**config.mk**
```make
export PLATFORM = sky130hd
export DESIGN_NAME = wb_stage
export DESIGN_NICKNAME = d
export VERILOG_FILES = /design/src/rtl/wb_stage_pkg.sv /design/src/rtl/wb_stage_load_align.sv /design/src/rtl/wb_stage.sv
export SDC_FILE = /design/constraint.sdc
export NUM_CORES = 1
export LEC_CHECK = 0
export ABC_AREA = 1
export CAP_MARGIN = 20
export CORE_ASPECT_RATIO = 0.8
export CORE_MARGIN = 2
export CORE_UTILIZATION = 45
export CTS_BUF_LIST = sky130_fd_sc_hd__clkbuf_16
export CTS_CLUSTER_SIZE = 40
export DETAILED_ROUTE_END_ITERATION = 16
export PLACE_DENSITY_LB_ADDON = 0.15
export REMOVE_ABC_BUFFERS = 1
export SLEW_MARGIN = 10
export SYNTH_ARGS = -nofsm -noshare
export SYNTH_HDL_FRONTEND = slang
export SYNTH_SLANG_ARGS = --single-unit
```
**constraint.sdc**
```tcl
create_clock -name clk -period 1.8 [get_ports clk]
set_input_delay 0.36 -clock clk [delete_from_list [all_inputs] [get_ports clk]]
set_output_delay 0.36 -clock clk [all_outputs]
set_load 0.05 [all_outputs]
```
**src/rtl/wb_stage_pkg.sv**
```systemverilog
// wb_stage_pkg: definitions shared by the writeback stage and its load aligner.
//   - Reset and write-enable levels, the zero word, and register bus widths.
//   - RV32I load funct3 codes.
//   - Writeback FSM state encodings.
package wb_stage_pkg;

  localparam logic        RstEnable   = 1'b1;
  localparam logic        WriteEnable = 1'b1;
  localparam int          RegNumLog2  = 5;
  localparam int          RegBus      = 32;
  localparam int          RegAddrBus  = RegNumLog2;
  localparam logic [31:0] ZeroWord    = 32'h0000_0000;

  localparam logic [2:0] F3_LB  = 3'b000;
  localparam logic [2:0] F3_LH  = 3'b001;
  localparam logic [2:0] F3_LW  = 3'b010;
  localparam logic [2:0] F3_LBU = 3'b100;
  localparam logic [2:0] F3_LHU = 3'b101;

  typedef enum logic [0:0] {
    WB_IDLE      = 1'b0,
    WB_WAIT_LOAD = 1'b1
  } wb_state_e;

endpackage

```
**src/rtl/wb_stage_load_align.sv**
```systemverilog
// load_align: combinational load-data aligner.
// Ports:
//   funct3  - load funct3 (LB/LH/LW/LBU/LHU; undefined codes behave as LW)
//   byteoff - load address bits [1:0]
//   rdata   - raw memory word
//   adata   - aligned, sign- or zero-extended result
// The MEM stage also instantiates this block for its forwarding checks.
module load_align
  import wb_stage_pkg::*;
#(
  parameter int DATA_W = 32
) (
  input  logic [2:0]        funct3,
  input  logic [1:0]        byteoff,
  input  logic [DATA_W-1:0] rdata,
  output logic [DATA_W-1:0] adata
);

  logic [7:0]  byte_s;
  logic [15:0] half_s;

  // Pick the addressed byte and halfword; the halfword ignores byteoff[0].
  always_comb begin
    byte_s = rdata[{byteoff, 3'b000} +: 8];
    if (byteoff[1]) begin
      half_s = rdata[31:16];
    end else begin
      half_s = rdata[15:0];
    end
  end

  // Extend the selected field according to the load type.
  always_comb begin
    case (funct3)
      F3_LB:   adata = {{(DATA_W-8){byte_s[7]}}, byte_s};
      F3_LBU:  adata = {{(DATA_W-8){1'b0}}, byte_s};
      F3_LH:   adata = {{(DATA_W-16){half_s[15]}}, half_s};
      F3_LHU:  adata = {{(DATA_W-16){1'b0}}, half_s};
      F3_LW:   adata = rdata;
      default: adata = rdata;
    endcase
  end

endmodule

```
**src/rtl/wb_stage.sv**
```systemverilog
// wb_stage: RV32I writeback stage, producer end of the register file write port.
// Ports:
//   clk, rst                     - clock, synchronous active-high reset
//   ex_valid/ex_ready            - handshake with the MEM stage
//   ex_wreg, ex_wd, ex_wdata     - write flag, rd, non-load result
//   ex_is_load, ex_ld_funct3,
//   ex_ld_byteoff                - load descriptor
//   mem_rvalid, mem_rdata        - load response (single-cycle pulse)
//   we, waddr, wdata             - registered register-file write port
//   busy                         - a load is outstanding
//   err_unexp                    - sticky: response arrived with no load pending
module wb_stage
  import wb_stage_pkg::*;
#(
  parameter int ADDR_W = 5,
  parameter int DATA_W = 32
) (
  input  logic              clk,
  input  logic              rst,
  input  logic              ex_valid,
  output logic              ex_ready,
  input  logic              ex_wreg,
  input  logic [ADDR_W-1:0] ex_wd,
  input  logic [DATA_W-1:0] ex_wdata,
  input  logic              ex_is_load,
  input  logic [2:0]        ex_ld_funct3,
  input  logic [1:0]        ex_ld_byteoff,
  input  logic              mem_rvalid,
  input  logic [DATA_W-1:0] mem_rdata,
  output logic              we,
  output logic [ADDR_W-1:0] waddr,
  output logic [DATA_W-1:0] wdata,
  output logic              busy,
  output logic              err_unexp
);

  wb_state_e         state_q, state_d;
  logic              we_q, we_d;
  logic [ADDR_W-1:0] waddr_q, waddr_d;
  logic [DATA_W-1:0] wdata_q, wdata_d;
  logic              err_q, err_d;
  logic [ADDR_W-1:0] rd_q, rd_d;
  logic              wreg_q, wreg_d;
  logic [2:0]        funct3_q, funct3_d;
  logic [1:0]        byteoff_q, byteoff_d;
  logic [DATA_W-1:0] aligned_s;

  load_align #(.DATA_W(DATA_W)) u_align (
    .funct3  (funct3_q),
    .byteoff (byteoff_q),
    .rdata   (mem_rdata),
    .adata   (aligned_s)
  );

  // State and datapath registers.
  always_ff @(posedge clk) begin
    if (rst == RstEnable) begin
      state_q   <= WB_IDLE;
      we_q      <= 1'b0;
      waddr_q   <= {ADDR_W{1'b0}};
      wdata_q   <= {DATA_W{1'b0}};
      err_q     <= 1'b0;
      rd_q      <= {ADDR_W{1'b0}};
      wreg_q    <= 1'b0;
      funct3_q  <= 3'b000;
      byteoff_q <= 2'b00;
    end else begin
      state_q   <= state_d;
      we_q      <= we_d;
      waddr_q   <= waddr_d;
      wdata_q   <= wdata_d;
      err_q     <= err_d;
      rd_q      <= rd_d;
      wreg_q    <= wreg_d;
      funct3_q  <= funct3_d;
      byteoff_q <= byteoff_d;
    end
  end

  // Next-state logic.
  always_comb begin
    state_d = state_q;
    case (state_q)
      WB_IDLE: begin
        if (ex_valid && ex_is_load) begin
          state_d = WB_WAIT_LOAD;
        end else begin
          state_d = WB_IDLE;
        end
      end
      WB_WAIT_LOAD: begin
        if (mem_rvalid) begin
          state_d = WB_IDLE;
        end else begin
          state_d = WB_WAIT_LOAD;
        end
      end
      default: state_d = WB_IDLE;
    endcase
  end

  // Write port, load capture and error flag; write address/data hold unless
  // a completion occurs, so only we pulses.
  always_comb begin
    we_d      = 1'b0;
    waddr_d   = waddr_q;
    wdata_d   = wdata_q;
    err_d     = err_q;
    rd_d      = rd_q;
    wreg_d    = wreg_q;
    funct3_d  = funct3_q;
    byteoff_d = byteoff_q;
    case (state_q)
      WB_IDLE: begin
        // A response with nothing outstanding is dropped but remembered,
        // even when a new load is accepted in the same cycle.
        if (mem_rvalid) begin
          err_d = 1'b1;
        end else begin
          err_d = err_q;
        end
        if (ex_valid && ex_is_load) begin
          rd_d      = ex_wd;
          wreg_d    = ex_wreg;
          funct3_d  = ex_ld_funct3;
          byteoff_d = ex_ld_byteoff;
        end else if (ex_valid) begin
          we_d    = ex_wreg & (ex_wd != {ADDR_W{1'b0}});
          waddr_d = ex_wd;
          wdata_d = ex_wdata;
        end else begin
          we_d = 1'b0;
        end
      end
      WB_WAIT_LOAD: begin
        if (mem_rvalid) begin
          we_d    = wreg_q & (rd_q != {ADDR_W{1'b0}});
          waddr_d = rd_q;
          wdata_d = aligned_s;
        end else begin
          we_d = 1'b0;
        end
      end
      default: begin
        we_d = 1'b0;
      end
    endcase
  end

  // Handshake and status outputs decoded from the state register.
  always_comb begin
    case (state_q)
      WB_IDLE: begin
        ex_ready = 1'b1;
        busy     = 1'b0;
      end
      WB_WAIT_LOAD: begin
        ex_ready = 1'b0;
        busy     = 1'b1;
      end
      default: begin
        ex_ready = 1'b0;
        busy     = 1'b0;
      end
    endcase
  end

  assign we        = we_q;
  assign waddr     = waddr_q;
  assign wdata     = wdata_q;
  assign err_unexp = err_q;

endmodule

```
# Yosys cells after proc, flatten, opt, wreduce, memory -nomap -nowiden
# Cells that the tools add are included.
[classes] eq_ne=6 n_mux=19 n_reduce_logical=7 shifts=1 bitwise_logic=3
[ops] op="case mux 32 bit (4 select lines)" count=1
[ops] op="2-to-1 mux 32 bit" count=3
[ops] op="case mux 32 bit (2 select lines)" count=1
[ops] op="indexed part select 32 x 6 -> 8 bit" count=1
[ops] op="2-to-1 mux 16 bit" count=1
[ops] op="2-to-1 mux 5 bit" count=3
[ops] op="case mux 5 bit (2 select lines)" count=1
[ops] op="nonzero test 5 bit" count=2
[ops] op="case mux 1 bit (2 select lines)" count=4
[ops] op="== test 3 bit (second input constant)" count=2
[ops] op="inequality test 2 bit (second input constant)" count=3
[ops] op="2-to-1 mux 1 bit" count=5
[ops] op="AND reduction 2 bit" count=2
[ops] op="== test 3 x 1 -> 1 bit (second input constant)" count=1
[ops] op="logical NOT 3 bit" count=1
[ops] op="AND reduction 3 bit" count=1
[ops] op="bitwise AND 1 bit" count=2
[ops] op="logical AND 1 bit" count=1
[ops] op="inverter 1 bit" count=1
[word_totals] word_cells=45 input_bits=80 out_inout_bits=41 regBits=51

# Logic depth before layout (Yosys ltp)
# Gate-level depths: netlist of the first run.
[logic_depth] ltp_word=5 mapped_depth=9 ltp_nobuf=9

# Modules after synthesis
# Synthesis of the first run repeated with hierarchy kept, for this count alone.
[hier_totals] cells_unflattened=587 hier_area_um2=3342.0
[modules_own_cells] mod="wb_stage" area_each_um2=2529.9 cells_each=428 seq_area_each_um2=1021.0 instances=1
[modules_own_cells] mod="load_align" area_each_um2=812.0 cells_each=159 seq_area_each_um2=0.0 instances=1

# Worst setup path after synthesis of the first run
# No wires, ideal clock.
[synth_path] path_type="reg-to-output" start="register state_q" end="output port ex_ready" required_ps=1440 t_arrival_ps=1245 stages_incl_launch_ff=4 setup_slack_ps=195 n_path_buf=2 cell_sequence="dfxtp_1 > inv_1 > buf_2 > buf_2"
[synth_via] elab_chain_len=2
[synth_lines] item="start: declaration" line_no="wb_stage.sv:37" rtl="wb_state_e state_q, state_d;"
[synth_lines] item="start signal: assignment" line_no="wb_stage.sv:68" rtl="state_q <= state_d;"
[synth_lines] item="inverter 1 bit (no line)"
[synth_lines] item="case mux 1 bit (2 select lines) (*)" line_no="wb_stage.sv:152" rtl="case (state_q)"
[synth_lines] item="end: declaration" line_no="wb_stage.sv:21" rtl="output logic ex_ready,"
# Every way passes the cells marked *; elsewhere a longest branch is shown, timed or not.

# Final worst setup path of the first run
[layout_path] start="input port mem_rdata[23]" end="register wdata_q[12], in the netlist wdata[12]"
[layout_via] elab_chain_len=4
[layout_lines] item="start: declaration" line_no="wb_stage.sv:29" rtl="input logic [DATA_W-1:0] mem_rdata,"
[layout_lines] item="indexed part select 32 x 6 -> 8 bit" line_no="wb_stage_load_align.sv:24" rtl="byte_s = rdata[{byteoff, 3'b000} +: 8];"
[layout_lines] item="case mux 32 bit (4 select lines)" line_no="wb_stage_load_align.sv:34" rtl="case (funct3)"
[layout_lines] item="2-to-1 mux 32 bit" line_no="wb_stage.sv:136" rtl="if (mem_rvalid) begin"
[layout_lines] item="case mux 32 bit (2 select lines)" line_no="wb_stage.sv:113" rtl="case (state_q)"
[layout_lines] item="end signal: assignment" line_no="wb_stage.sv:61" rtl="wdata_q <= {DATA_W{1'b0}};"
[layout_lines] item="end signal: assignment" line_no="wb_stage.sv:71" rtl="wdata_q <= wdata_d;"
[layout_lines] item="end: declaration" line_no="wb_stage.sv:40" rtl="logic [DATA_W-1:0] wdata_q, wdata_d;"
# No other way between the ends. The select of a mux whose other input is x is not followed.
# A chain may end at the register's enable or synchronous reset.

==> impl_metrics.tcl, run 1 <==
set metrics [dict create \
    outcome "completed" \
    hp-class "reg2reg" \
    synthArstFlopShare_pct 0 \
    die_area_sq_mm 0.00692 \
    hpwlAfterDp_mm 6.40 \
    wirelength_mm 9.02 \
    syn_inst 423 \
    p_sw_share_pct 32.7 \
    synth_area_leaders "dfxtp_1 36%, a21oi_1 14%, nand2_1 12%" \
    fin_crit_ns 1.62 \
    fin_crit_sh_pct 90.1 \
    layout.nets 612 \
    worstMarginPinSlew_ns 0.469 \
    max_freq_ghz 0.617 \
    hold_buffers 0 \
    start_util_pct 47.2 \
    postCtsSetupBuffers 0 \
    core_sq_mm 0.00597 \
    cts_max_level 2 \
    ios 121 \
    grt_max_degree 47 \
    cp_common_cell "nand2_1" \
    drive_gt1_share_pct 16.9 \
    rsz0062_at_grt "false" \
    grt_use_met2_pct 43.1 \
    slowest_delay_ns 0.49 \
    cp_max_fo 24 \
    required_ns 2.01 \
    antennaDiodeCount 0 \
    p_per_area_mw_per_mm2 884 \
    slew_viol_final 0 \
    drt-initial-drc-count 181 \
    drc 0 \
    final_common_cell "nand2_1" \
    combPwrFrac_pct 31.9 \
    path_cells "clkdlybuf4s50_1 > inv_1 > nand2_1 > nand3_1 > nand2_1 > nand2_2 > nand3_1 > nand2_1 > a21oi_1" \
    place.gp.congestion 0.883 \
    drtPass1Iterations 5 \
    finalSetupViolations 0 \
    cts.clk_slew.worst_paths_ns 0.07 \
    p_clk_share_pct 33.0 \
    synth-seq-cells 51 \
    antenna_found_initial 0 \
    intPower_uw 2480 \
    skew_ns 0.00384 \
    yosys_warnings 0 \
    grt-busiest-layer "met2" \
    numCtsBuffers 5 \
    avgSynthCellArea_sq_um 6.67 \
    num_vias 3356 \
    drtAntennaViolNets 0 \
    slowest_stage "clkdlybuf4s50_1" \
    area.growth.synth_to_final_pct 47.9 \
    ys_seq_area_share_pct 36.2 \
    gr-usage-met3_pct 4.80 \
    dominantRegCellSynth "dfxtp_1" \
    syn_area_sq_mm 0.00282 \
    ctsResizeCount 0 \
    total_power_uw 3690 \
    overflow 0 \
    maxCapViolCount 0 \
    leakage_uw 0.00185 \
    clock_tree.buffer_depth 2 \
    vdd_ir_drop_max_mv 0.552 \
    use_met1_pct 33.6 \
    synth-edff-count 0 \
    die_w_um 92.5 \
    startpoint_type "primary input" \
    seq_power_share_pct 35.1 \
    ys_types 27 \
    utilization_pct 69.9 \
    mostFrequentLayoutCells "92 x nand2_1, 80 x a21oi_1, 79 x clkdlybuf4s50_1" \
    synth_top_area_share_pct 36.2 \
    crit_path_end_kind "register" \
    worstPathArrival_ns 1.84 \
    clockRootBuffer "clkbuf_16" \
    path_class "in2reg" \
    rows 25 \
    max_slew_margin_pct 68.7 \
    cts_tree "done" \
    grt_pass1_wl_mm 14.3 \
    grt_pass1_vias 3122 \
    die_h_um 74.8 \
    grt_use_total_pct 25.7 \
    clk_latency_ns 0.28 \
    routed_via_density 5.47 \
    numPortBuffers 120 \
    yosysTopAreaCell "dfxtp_1" \
    cts.sinks 51 \
    wl_per_cell_um 14.7 \
    net-switching-power_uw 1210 \
    hold_violations 0 \
]
[metal layers]
| metal | share of wire (%) | up-vias |
|---|---|---|
| met3 | 8.2 | 21 |
| met1 | 43 | 1537 |
| li1 | - | 1639 |
| met4 | 2.2 | 0 |
| met5 | 0 | - |
| met2 | 46 | 159 |
[synthesized netlist by cell type, types with 4 or more instances]
cell,number
nand3_1,35
buf_2,10
or2_2,16
nor3_1,4
buf_6,7
clkbuf_1,9
nand2_2,4
o21ai_1,25
inv_1,18
nor2_1,22
nand2_1,92
a21oi_1,80
o21ai_0,30
dfxtp_1,51
[flip-flops by register name (all words and copies together) (netlist names)]
register	count
byteoff_q	2
err_unexp	1
funct3_q	3
rd_q	5
state_q	1
waddr	5
wdata	32
we	1
wreg_q	1
[worst paths after layout]
kind                       from   endpoint  slack [ns]  cells past startpoint
setup reg to reg   byteoff_q[1]  wdata[28]        0.20                      8
hold reg to reg          wreg_q     wreg_q        0.47                      2
hold / removal           wreg_q     wreg_q        0.47                      2
setup / recovery  mem_rdata[23]  wdata[12]        0.18                      9
[power groups by stage]
stage	logic (uW)	clock network [uW]	registers, uW
finish	1180	1220	1290
global route	1270	1290	1300
floorplan	382	0	1610
CTS	1180	1230	1290
detailed placement	1170	0	1320
global placement	1150	0	1310
[cells by family after synthesis]
group                  count (synthesis)  share of synthesized area (%)
buffers and inverters                 52                           9.89
AO/OA/AOI/OAI                        143                           26.1
AND/OR/NAND/NOR                      177                           27.8
flip-flops                            51                           36.2
[layout make-up]
| type | instances | area [sq um] |
|---|---|---|
| tap | 81 | 101 |
| timing repair buffer | 131 | 1240 |
| inverter | 23 | 93.8 |
| sequential | 51 | 1020 |
| clock inverter | 3 | 67.6 |
| fill | 534 | 1800 |
| clock buffer | 5 | 125 |
| multi-input combinational | 320 | 1520 |
[critical path, delay by kind of cell]
kind            cells  cell delay [ns]
compound gates      1             0.14
buf+inv             2             0.54
simple gates        6             0.79
[metrics by stage]
stage,cell area (sq um),hold slack [ns],setup WS (ns),TNS [ns],cells
3_5_place_dp,3980,0.459,-0.0970,-1.37,606
5_1_grt,4170,0.506,0.0272,0,614
6_report,4170,0.469,0.178,0,614
4_1_cts,4170,0.470,0.197,0,614
2_1_floorplan,2640,0.429,-1.36,-46.04,394
3_3_place_gp,3980,0.452,-0.0482,-0.147,606
Note: power is estimated with default switching activity, not from simulation.
==> run 2, diff against run 1 <==
--- a/config.mk
+++ b/config.mk
@@ -8,7 +8,7 @@
 export ABC_AREA = 1
 export CAP_MARGIN = 20
 export CORE_ASPECT_RATIO = 0.8
-export CORE_MARGIN = 2
+export CORE_MARGIN = 5
 export CORE_UTILIZATION = 45
 export CTS_BUF_LIST = sky130_fd_sc_hd__clkbuf_16
 export CTS_CLUSTER_SIZE = 40
==> run 2 against run 1 <==
  * Critical endpoint is now busy
  * Die area rose by 15%
  * Via count decreased by 2.5%
  * Design area down 0.60%
  * Register-to-register slack about the same
  * Hold slack gained 0.014 ns
==> impl_metrics.tcl, run 2 (synthesis gave the netlist of run 1 again) <==
set metrics [dict create \
    clock_tree.buffer_depth 2 \
    start_util_pct 47.0 \
    hold_buffers 0 \
    cts_max_level 2 \
    wirelength_mm 9.39 \
    die_h_um 80.8 \
    whs_path_depth 2 \
    worstReg2RegStart "byteoff_q[1]" \
    r2r_slack_ns 0.19 \
    die_area_sq_mm 0.00796 \
    crit_path_end_kind "output port" \
    wl_per_cell_um 15.3 \
    utilization_pct 69.1 \
    area.growth.synth_to_final_pct 47.1 \
    core_sq_mm 0.00601 \
    required_ns 1.44 \
    grt_use_total_pct 23.8 \
    overflow 0 \
    fin_cells 615 \
    numPortBuffers 120 \
    drtAntennaViolNets 0 \
    mostFrequentLayoutCells "92 x nand2_1, 80 x a21oi_1, 79 x clkdlybuf4s50_1" \
    cts_tree "done" \
    layout.nets 613 \
    p_per_area_mw_per_mm2 865 \
    grt_max_degree 40 \
    antennaDiodeCount 0 \
    rsz0062_at_grt "false" \
    grt_use_met2_pct 39.7 \
    maxCapViolCount 0 \
    ios 121 \
    slew_viol_final 0 \
    drc 0 \
    outcome "completed" \
    rows 25 \
    cts.clk_slew.worst_paths_ns 0.07 \
    max_slew_margin_pct 68.5 \
    cp_max_fo 39 \
    fin_crit_ns 1.71 \
    drive_gt1_share_pct 17.0 \
    die_w_um 98.5 \
    clk_latency_ns 0.29 \
    startpoint_type "register" \
    grt_pass1_wl_mm 15.6 \
    drt-initial-drc-count 196 \
    vdd_ir_drop_max_mv 0.510 \
    fin_crit_sh_pct 95.0 \
    max_freq_ghz 0.585 \
    leakage_uw 0.00184 \
    hp-class "reg2reg" \
    gr-usage-met3_pct 5.41 \
    finalSetupViolations 0 \
    place.gp.congestion 0.843 \
    hold_violations 0 \
    ctsResizeCount 0 \
    worstMarginPinSlew_ns 0.470 \
    placed_cells 607 \
    reg2reg_depth 8 \
    grt-busiest-layer "met2" \
    path_class "reg2out" \
    drtPass1Iterations 4 \
    worstPathArrival_ns 1.35 \
    largest_reg_flops 32 \
    hp-start "err_unexp" \
    holdPathEnd "err_unexp" \
    antenna_found_initial 0 \
    numCtsBuffers 5 \
    cts.sinks 51 \
    routed_via_density 5.32 \
    use_met1_pct 31.2 \
    r2r-end "wdata[29]" \
    postCtsSetupBuffers 0 \
    grt_pass1_vias 3281 \
    nFillCells 541 \
    skew_ns 0.00593 \
    clockRootBuffer "clkbuf_16" \
    hpwlAfterDp_mm 6.80 \
    final_common_cell "nand2_1" \
    num_vias 3272 \
]
-- run 2: changes by cell type in the layout (fill, tap and decap cells not counted) --
cell	before	now
clkinv_4	0	1
clkinvlp_4	1	0
buf_12	5	4
inv_6	1	2
buf_4	47	49
bufinv_16	2	1
-- run 2: layout make-up --
cell class | instances | area, sq um | share of cell area [%]
Multi-Input combinational cell | 320 | 1520 | 36.7
Sequential cell | 51 | 1020 | 24.6
Tap cell | 81 | 101 | 2.44
Clock inverter | 3 | 47.5 | 1.15
Timing Repair Buffer | 132 | 1240 | 29.9
Clock buffer | 5 | 125 | 3.02
Inverter | 23 | 93.8 | 2.26
-- run 2: stage by stage --
stage                     setup TNS [ns]  setup WS [ns]  total power, uW  hold WS [ns]  instance area [sq um]
after floorplan                   -46.04          -1.36             1990         0.429                   2640
after global placement            -0.407        -0.0502             2470         0.453                   3980
after detailed placement           -1.43         -0.117             2490         0.466                   3980
after CTS                              0          0.114             3590         0.481                   4150
after global routing                   0         0.0128             3750         0.498                   4150
final                                  0         0.0909             3590         0.483                   4150
-- run 2: how the worst max path moves through the flow --
| stage | slack (ns) | startpoint | cells after the start | endpoint |
|---|---|---|---|---|
| 2_1_floorplan | -1.36 | state_q | 5 | rd_q[1] |
| 3_3_place_gp | -0.05 | mem_rdata[15] | 9 | wdata[24] |
| 3_5_place_dp | -0.12 | mem_rdata[15] | 9 | wdata[11] |
| 4_1_cts | 0.11 | state_q | 2 | busy |
| 5_1_grt | 0.01 | state_q | 2 | busy |
| 6_report | 0.09 | state_q | 2 | busy |
-- run 2: where the power goes --
part	switching (uW)	internal (uW)	leakage, uW	total (uW)
Clock	458	664	0.0000844	1120
Combinational	720	458	0.00133	1180
Sequential	62.2	1230	0.000421	1290
-- run 2: worst max-delay path: stages (launching register included) --
cell and delay (ns):
dfxtp_1 0.45, buf_4 0.41, buf_12 0.19
-- run 2: layer usage --
metal,vias up,share of wire [%]
met1,1498,44
met2,122,46
li1,1642,-
met3,10,8.6
met4,0,1.3
met5,-,0
==> run 3, diff against run 2 <==
--- a/config.mk
+++ b/config.mk
@@ -15,7 +15,6 @@
 export DETAILED_ROUTE_END_ITERATION = 16
 export PLACE_DENSITY_LB_ADDON = 0.15
 export REMOVE_ABC_BUFFERS = 1
-export SLEW_MARGIN = 10
 export SYNTH_ARGS = -nofsm -noshare
 export SYNTH_HDL_FRONTEND = slang
 export SYNTH_SLANG_ARGS = --single-unit
==> results of run 3 <==
Final layout, timing and power as in run 2 (identical DEF).
